File: config.mk
export PLATFORM = sky130hd
export DESIGN_NAME = mod_updown_counter
export DESIGN_NICKNAME = d
export VERILOG_FILES = /design/src/rtl/counter_pkg.sv /design/src/rtl/mod_step_calc.sv /design/src/rtl/mod_updown_counter.sv
export SDC_FILE = /design/constraint.sdc
export NUM_CORES = 1
export LEC_CHECK = 0
export ABC_AREA = 1
export CELL_PAD_IN_SITES_DETAIL_PLACEMENT = 0
export CELL_PAD_IN_SITES_GLOBAL_PLACEMENT = 2
export CORE_UTILIZATION = 31
export CTS_BUF_LIST = sky130_fd_sc_hd__clkbuf_4 sky130_fd_sc_hd__clkbuf_8
export CTS_CLUSTER_SIZE = 20
export DETAILED_ROUTE_END_ITERATION = 10
export PLACE_DENSITY = 0.81
export SLEW_MARGIN = 20
export SYNTH_ARGS = -nofsm -noshare
export SYNTH_HDL_FRONTEND = slang
export SYNTH_SLANG_ARGS = --single-unit
File: constraint.sdc
create_clock -name clk -period 3.6 [get_ports clk]
set_input_delay 0.72 -clock clk [delete_from_list [all_inputs] [get_ports clk]]
set_output_delay 0.72 -clock clk [all_outputs]
set_load 0.05 [all_outputs]
File: src/rtl/counter_pkg.sv
// Shared types and command decode for the modulo up/down counter.
package counter_pkg;

  // Per-edge command, in priority order of the decode below.
  typedef enum logic [2:0] {
    CMD_HOLD,
    CMD_LOAD,
    CMD_CLIP,
    CMD_UP,
    CMD_DOWN
  } count_cmd_e;

  // Load beats clip-to-limit, which beats counting; both count inputs high is a hold.
  function automatic count_cmd_e decode_cmd(input logic load,
                                            input logic over_limit,
                                            input logic up,
                                            input logic down);
    count_cmd_e cmd;
    if (load) begin
      cmd = CMD_LOAD;
    end else if (over_limit) begin
      cmd = CMD_CLIP;
    end else if (up && !down) begin
      cmd = CMD_UP;
    end else if (down && !up) begin
      cmd = CMD_DOWN;
    end else begin
      cmd = CMD_HOLD;
    end
    return cmd;
  endfunction

endpackage

File: src/rtl/mod_step_calc.sv
// Combinational step arithmetic: next value for one up/down step within 0..lim,
// wrapping modulo lim+1 or saturating at the bounds. Works at WIDTH+1 bits so
// q+s and q+lim+1 never overflow. Caller guarantees q <= lim and s <= lim.
module mod_step_calc #(
  parameter int unsigned WIDTH = 7
) (
  input  logic [WIDTH-1:0] q,
  input  logic [WIDTH-1:0] s,
  input  logic [WIDTH-1:0] lim,
  input  logic             up,
  input  logic             sat_mode,
  output logic [WIDTH:0]   nxt,
  output logic             wrap,
  output logic             clip
);

  localparam logic [WIDTH:0] One = {{WIDTH{1'b0}}, 1'b1};

  logic [WIDTH:0] q_x;
  logic [WIDTH:0] s_x;
  logic [WIDTH:0] l_x;
  logic [WIDTH:0] sum;

  assign q_x = {1'b0, q};
  assign s_x = {1'b0, s};
  assign l_x = {1'b0, lim};
  assign sum = q_x + s_x;

  // Select wrapped, saturated or plain result for the requested direction.
  always_comb begin
    nxt  = q_x;
    wrap = 1'b0;
    clip = 1'b0;
    if (up) begin
      if (sum > l_x) begin
        if (sat_mode) begin
          nxt  = l_x;
          clip = 1'b1;
        end else begin
          nxt  = sum - l_x - One;
          wrap = 1'b1;
        end
      end else begin
        nxt = sum;
      end
    end else begin
      if (q_x >= s_x) begin
        nxt = q_x - s_x;
      end else if (sat_mode) begin
        nxt  = '0;
        clip = 1'b1;
      end else begin
        // q < s here, so the result lands back inside 0..lim.
        nxt  = q_x + l_x + One - s_x;
        wrap = 1'b1;
      end
    end
  end

endmodule

File: src/rtl/mod_updown_counter.sv
// Loadable up/down counter with runtime modulo limit, programmable step and
// wrap/saturate mode. Registered wrap/sat event pulses, combinational bounds.
module mod_updown_counter
  import counter_pkg::*;
#(
  parameter int unsigned WIDTH  = 7,
  parameter int unsigned STEP_W = 4
) (
  input  logic              clk,
  input  logic              rst,
  input  logic [WIDTH-1:0]  d,
  input  logic              load,
  input  logic              countup,
  input  logic              countdown,
  input  logic [WIDTH-1:0]  limit,
  input  logic [STEP_W-1:0] step,
  input  logic              sat_mode,
  output logic [WIDTH-1:0]  q,
  output logic              wrap,
  output logic              sat,
  output logic              at_max,
  output logic              at_min
);

  // Common width for comparing step against limit, whichever is wider.
  localparam int unsigned CmpW = (WIDTH > STEP_W) ? WIDTH : STEP_W;

  logic [WIDTH-1:0] cnt_q, cnt_d;
  logic             wrap_q, wrap_d;
  logic             sat_q, sat_d;

  logic [CmpW-1:0]  step_x;
  logic [CmpW-1:0]  lim_x;
  logic [WIDTH-1:0] eff_step;
  count_cmd_e       cmd;

  logic [WIDTH:0]   calc_nxt;
  logic             calc_wrap;
  logic             calc_clip;
  logic             unused_calc_msb;

  assign step_x   = CmpW'(step);
  assign lim_x    = CmpW'(limit);
  // A step larger than the range is clamped to the limit (limit 0 gives step 0).
  assign eff_step = (step_x > lim_x) ? limit : step_x[WIDTH-1:0];

  assign cmd = decode_cmd(load, (cnt_q > limit), countup, countdown);

  mod_step_calc #(
    .WIDTH (WIDTH)
  ) u_step_calc (
    .q        (cnt_q),
    .s        (eff_step),
    .lim      (limit),
    .up       (cmd == CMD_UP),
    .sat_mode (sat_mode),
    .nxt      (calc_nxt),
    .wrap     (calc_wrap),
    .clip     (calc_clip)
  );

  // Result is always <= limit, so the extra arithmetic bit is zero here.
  assign unused_calc_msb = calc_nxt[WIDTH];

  // Next count and event flags from the decoded command.
  always_comb begin
    cnt_d  = cnt_q;
    wrap_d = 1'b0;
    sat_d  = 1'b0;
    unique case (cmd)
      CMD_LOAD: begin
        if (d > limit) begin
          cnt_d = limit;
          sat_d = 1'b1;
        end else begin
          cnt_d = d;
        end
      end
      CMD_CLIP: begin
        cnt_d = limit;
        sat_d = 1'b1;
      end
      CMD_UP, CMD_DOWN: begin
        cnt_d  = calc_nxt[WIDTH-1:0];
        wrap_d = calc_wrap;
        sat_d  = calc_clip;
      end
      default: ;
    endcase
  end

  // Count and flag registers; reset clears everything without a clock.
  always_ff @(posedge clk or negedge rst) begin
    if (!rst) begin
      cnt_q  <= '0;
      wrap_q <= 1'b0;
      sat_q  <= 1'b0;
    end else begin
      cnt_q  <= cnt_d;
      wrap_q <= wrap_d;
      sat_q  <= sat_d;
    end
  end

  assign q      = cnt_q;
  assign wrap   = wrap_q;
  assign sat    = sat_q;
  assign at_max = (cnt_q == limit);
  assign at_min = (cnt_q == '0);

endmodule

==> results of run 1 <==
-- worst min-delay path: stages (launching register included) --
cell	delay, ps
dfrtp_1	490
nor2_1	140
a21oi_1	40
-- layer usage --
metal / track usage [%] / share of wire [%] / vias to the layer above
met3: 1.942 / 3.3 / 2
met2: 39.32 / 48 / 52
met4: 1.697 / 0.17 / 0
li1: - / - / 1752
met1: 31.14 / 48 / 1532
met5: 0 / 0 / -
-- power breakdown --
group / internal [mW] / leakage (nW) / total, mW / switching [mW]
clock: 0.0853 / 0.0262 / 0.132 / 0.0463
combinational: 1.58 / 2.02 / 3.61 / 2.03
sequential: 0.149 / 0.108 / 0.251 / 0.102
-- cells in the mapped netlist --
library cell	n	area share (%)
nand2_2	2	0.44
a21o_1	2	0.53
nand3_2	4	1.4
or2_2	1	0.22
buf_6	1	0.40
o211ai_1	5	1.3
nor4b_1	1	0.31
o22ai_1	1	0.22
nand4_1	18	4.0
conb_1	2	0.27
inv_1	69	9.2
inv_2	2	0.27
o21bai_1	1	0.27
a21boi_0	1	0.27
nor2_2	2	0.44
buf_2	3	0.53
o21bai_2	1	0.40
xor2_1	4	1.2
o21ai_0	22	3.9
fa_1	7	5.0
dfrtp_1	9	8.0
nand3_1	49	8.7
buf_4	2	0.53
nand3_4	2	1.2
nand3b_1	1	0.27
nor3_1	2	0.35
nor4_1	1	0.22
a21oi_4	1	0.58
nand2_1	113	15
a21oi_2	1	0.31
ha_1	48	21
xnor2_1	5	1.6
a21oi_1	35	6.2
nor2_1	38	5.1
o21ai_1	1	0.18
-- stage by stage --
step	util (%)	setup slack, ps	setup TNS, ps
floorplan	-	-308.1	-2456
global placement	44.45	-1198	-10390
detailed placement	44.45	-1177	-10270
CTS	46.73	-345.6	-2853
global route	48.32	-562.5	-4871
finish	48.32	-305.2	-2571
-- cells by family (layout without fill, tap and decap cells) --
logic type	count (synthesis)	count (layout)	synth area share, %
buffers and inverters	77	190	10.90
and+or+nand+nor	234	234	37.66
xor gates and xnor gates	9	9	2.791
DFF	9	9	7.975
adders and majority gates	55	55	26.23
other	2	6	0.2659
AOI/OAI and AO/OA	71	71	14.18
-- worst max-delay path by stage --
stage / start / to / slack [ps]
2_1_floorplan: limit[1] / sat / -310
3_3_place_gp: limit[2] / q[5] / -1200
3_5_place_dp: limit[2] / sat / -1180
4_1_cts: limit[2] / q[5] / -350
5_1_grt: limit[2] / sat / -560
6_report: limit[2] / q[5] / -310
-- registers in the layout, indices dropped and copies added, names as in the netlist --
register  cells
q             7
sat           1
wrap          1
-- final cells by class --
class	instances	area [um^2]	area share, %
Sequential cell	9	225.2	5.319
Clock buffer	4	48.80	1.152
Timing Repair Buffer	115	945.9	22.34
Tap cell	108	135.1	3.191
Inverter	71	276.5	6.531
Multi-Input combinational cell	375	2603	61.47
-- repair_timing --
item / CTS / global route
pin swaps: 25 / 36
setup buffers: 8 / 4
resized for setup: 48 / 38
endpoints found under the setup margin: 9 / 9
==> impl_metrics.yaml, run 1 <==
final_layout:
  area_growth_pct: 49.93
  final_common_cell: "nand2_1"
  finalNonFillerCells: 682
  design_area_um2: 4234
  antenna_cells: 0
  fin_nets: 654
  fillers: 919
  drive_gt1_share_pct: 30.14
  layout_common_cells: "nand2_1 (93), buf_4 (82), inv_1 (58)"
worst_setup_path:
  r2r_setup_slack_ps: 590
  crit_top_cell: "nand2_2"
  crit_required_ps: 3770
  cp_max_fo: 8
  critPathMaxStageDelay_ps: 390
  slowest_stage: "fa_2"
  reg2reg_depth: 19
  r2r-start: "q[1]"
  arrival_ps: 4070
  r2r-end: "q[5]"
  path_buf_inv: 5
  end_kind: "flop"
  cp_top_family: "simple AND/OR/NAND/NOR gates"
  startpoint_type: "primary input"
  cp_num_cells: 29
  crit_type: "in2reg"
floorplan:
  rows: 34
  die_w_um: 97.45
  io_pins: 35
  die_area_um2: 9496
  coreArea_um2: 8763
  initial_core_util_pct: 32.22
  die_y_um: 97.45
logic_synthesis:
  syn_area_per_cell_um2: 6.179
  yosysWarningCount: 0
  ys_ff_latch: 9
  ys_seq_area_share_pct: 7.975
  syn_inst: 457
  synth_area_um2: 2824
  ys_types: 35
worst_hold_path:
  hold_class: "reg2reg"
  min_path_cells: 2
  min_from: "q[0]"
  hold_end: "q[0]"
clocking:
  insertion_delay_ps: 230
  cts.sinks: 9
  clk_pin_slew_ps: 50
  hold_buffers: 0
  cts_tree: "built"
  cts.path.max_buffers: 2
  root_buffer: "clkbuf_8"
  htreeDepth: 1
  cts_buffers: 3
global_route:
  grt_util_all_layers_pct: 22.47
  grt_pass1_wl_um: 16980
  antenna_found_initial: 0
  gr-total-overflow: 0
  grt_pass1_vias: 3364
  grt_max_degree: 16
timing:
  period_share_pct: 108.5
  slew_headroom_pct: 55.79
  holdWs_ps: 715.7
  period_minus_slack_ps: 3905
  fmax_ghz: 0.2561
  setup_slack_ps: -305.2
  max_slew.worst_pin.slew_ps: 662.5
  rsz0062_at_grt: "yes"
  slew_violations: 0
  skew_ps: 1.121
  setup_violations: 9
  hold_violations: 0
routing:
  drt-initial-drc-count: 128
  routedWlPerCell_um: 15.50
  postRouteAntennaNets: 0
  vias_per_cell: 4.894
  drc_errors: 0
  vias: 3338
  drt-total-wl_um: 10570
  drt_pre_antenna_iters: 4
placed_design:
  dpl.hpwl_um: 8682
  placedCellCount: 667
  gp_congestion: 0.8728
  dpl-instance-area_um2: 3895
  portBuffers: 34
power:
  cellPowerDensity_nw_per_um2: 941.9
  ir_worst_vdd_v: 0.0003518
  power.leakage_nw: 2.158
  p_total_mw: 3.988
flow_run:
  cap_violations: 0
status:
  violations: "negative setup slack"
  status: "finished, violations left"
Note: power is estimated with default switching activity, not from simulation.
==> run 2, diff against run 1 <==
Settings changed: REMOVE_ABC_BUFFERS from default to 1.
==> run 2 against run 1 <==
Utilization up 1.6 points; routed wire length up 3.7%; the run still ends with negative setup slack left; global-route usage up 0.79 points; critical path type unchanged; fmax up 4.6%; largest cell class unchanged; worst hold slack better by 15 ps; cell area up 3.3%; largest power group unchanged; flip-flop and latch count unchanged; final cell count up 0.59%; clock-buffer cell count unchanged; non-clock buffer count up 4; sequential share of layout area down 0.17 points.
==> impl_metrics.yaml, run 2 (synthesis results as in run 1) <==
power:
  power.leakage_nw: 2.194
  cellPowerDensity_nw_per_um2: 941.7
  ir_worst_vdd_v: 0.0004206
routing:
  drt-total-wl_um: 10960
  vias: 3456
  vias_per_cell: 5.038
  routedWlPerCell_um: 15.97
  postRouteAntennaNets: 0
  drt-initial-drc-count: 178
  drt_pre_antenna_iters: 4
  drc_errors: 0
global_route:
  grt_pass1_wl_um: 17530
  grt_util_all_layers_pct: 23.25
  antenna_found_initial: 0
  grt_max_degree: 16
  grt_pass1_vias: 3412
  gr-total-overflow: 0
final_layout:
  fillers: 930
  largest_register_ff_count: 7
  multi_input_area_um2: 2694
  fin_nets: 658
  top_register: "q"
  area_growth_pct: 54.81
  antenna_cells: 0
  drive_gt1_share_pct: 34.08
  fin_util_pct: 49.89
  final_common_cell: "nand2_1"
  layout_common_cells: "nand2_1 (92), buf_4 (82), inv_1 (51)"
  seq_area_um2: 225.2
  finalNonFillerCells: 686
  design_area_um2: 4372
timing:
  slew_headroom_pct: 60.91
  max_slew.worst_pin.slew_ps: 585.7
  period_minus_slack_ps: 3734
  slew_violations: 0
  fmax_ghz: 0.2678
  holdWs_ps: 730.5
  tns_ps: -959.2
  hold_violations: 0
  setup_violations: 9
  setup_slack_ps: -133.5
  period_share_pct: 103.7
  skew_ps: 3.388
  rsz0062_at_grt: "yes"
worst_setup_path:
  end_kind: "flop"
  r2r_setup_slack_ps: 820
  arrival_ps: 3900
  reg2reg_depth: 18
  r2r-end: "q[6]"
  startpoint_type: "primary input"
  crit_required_ps: 3760
  crit_type: "in2reg"
  r2r-start: "q[2]"
  cp_max_fo: 8
clocking:
  cts_tree: "built"
  cts_buffers: 3
  root_buffer: "clkbuf_8"
  insertion_delay_ps: 240
  clk_pin_slew_ps: 50
  cts.path.max_buffers: 2
  cts.sinks: 9
  htreeDepth: 1
floorplan:
  coreArea_um2: 8763
  die_area_um2: 9496
  rows: 34
  die_y_um: 97.45
  initial_core_util_pct: 32.22
  die_w_um: 97.45
  io_pins: 35
placed_design:
  portBuffers: 34
  placedCellCount: 668
  dpl.hpwl_um: 8726
  dpl-instance-area_um2: 3816
  gp_congestion: 0.9021
worst_hold_path:
  hold_class: "reg2reg"
  min_path_cells: 2
  min_from: "q[6]"
  hold_end: "q[6]"
status:
  status: "finished, violations left"
  violations: "negative setup slack"
flow_run:
  cap_violations: 0
## run 2: changes by cell type in the layout (fill, tap and decap cells not counted), sizes merged
cell,before,now
clkinvlp,2,0
inv,69,71
clkdlybuf4s15,2,3
buf,85,92
dlygate4sd2,5,1
## run 2: through the flow
| step | setup WS, ps | total power, mW |
|---|---|---|
| floorplan | -591.9 | 2.157 |
| global placement | -1440 | 3.369 |
| detailed placement | -1428 | 3.375 |
| CTS | -177.1 | 3.919 |
| global route | -398.1 | 4.520 |
| finish | -133.5 | 4.117 |
## run 2: what timing repair did
item	in CTS	in global routing
hold buffers	0	0
buffers inserted	12	4
pin swaps	44	36
gates resized for setup	108	42
setup endpoints to repair	9	9
## run 2: worst max path at each step
stage	startpoint	slack, ps	endpoint	depth (start not counted)
3_5_place_dp	limit[2]	-1430	q[2]	26
2_1_floorplan	limit[1]	-590	sat	26
5_1_grt	limit[2]	-400	q[6]	27
6_report	limit[2]	-130	q[6]	27
3_3_place_gp	limit[2]	-1440	q[1]	26
4_1_cts	limit[2]	-180	q[1]	29
## run 2: layout make-up
cell class,count,share of cell area (%)
Multi-Input combinational cell,375,61.62
Timing Repair Buffer,119,22.70
Inverter,71,6.325
Sequential cell,9,5.152
Tap cell,108,3.091
Clock buffer,4,1.116
## run 2: worst max-delay path, cell delays in order
cell	delay, ps
buf_8	90
inv_6	30
ha_4	270
nand2_2	40
o21ai_1	100
nand2_1	70
o21ai_2	80
nand2_4	140
o21ai_2	240
ha_1	300
nand2_2	80
inv_2	50
a21oi_2	160
xor2_2	190
ha_1	280
nand2_1	90
nand2_2	90
inv_1	60
nand2_1	40
nand2_1	50
nand2_1	50
nand2_2	90
buf_6	120
nand4_1	100
nand3_1	120
nand3_1	90
a21oi_1	140
## run 2: per-layer routing
layer  share of wire (%)  GRT usage [%]  routed length [um]  vias up
met5                   0              0                   0        -
met4                 1.8          4.751                 202        0
met3                 3.3          3.022                 365       16
met2                  47          39.05                5147       85
met1                  48          31.81                5243     1597
li1                    -              -                   -     1758
## run 2: power breakdown
group	switching, mW	total, mW	internal, mW
sequential	0.0850	0.235	0.150
clock	0.0458	0.131	0.0852
combinational	2.10	3.75	1.65
total	2.23	4.12	1.89
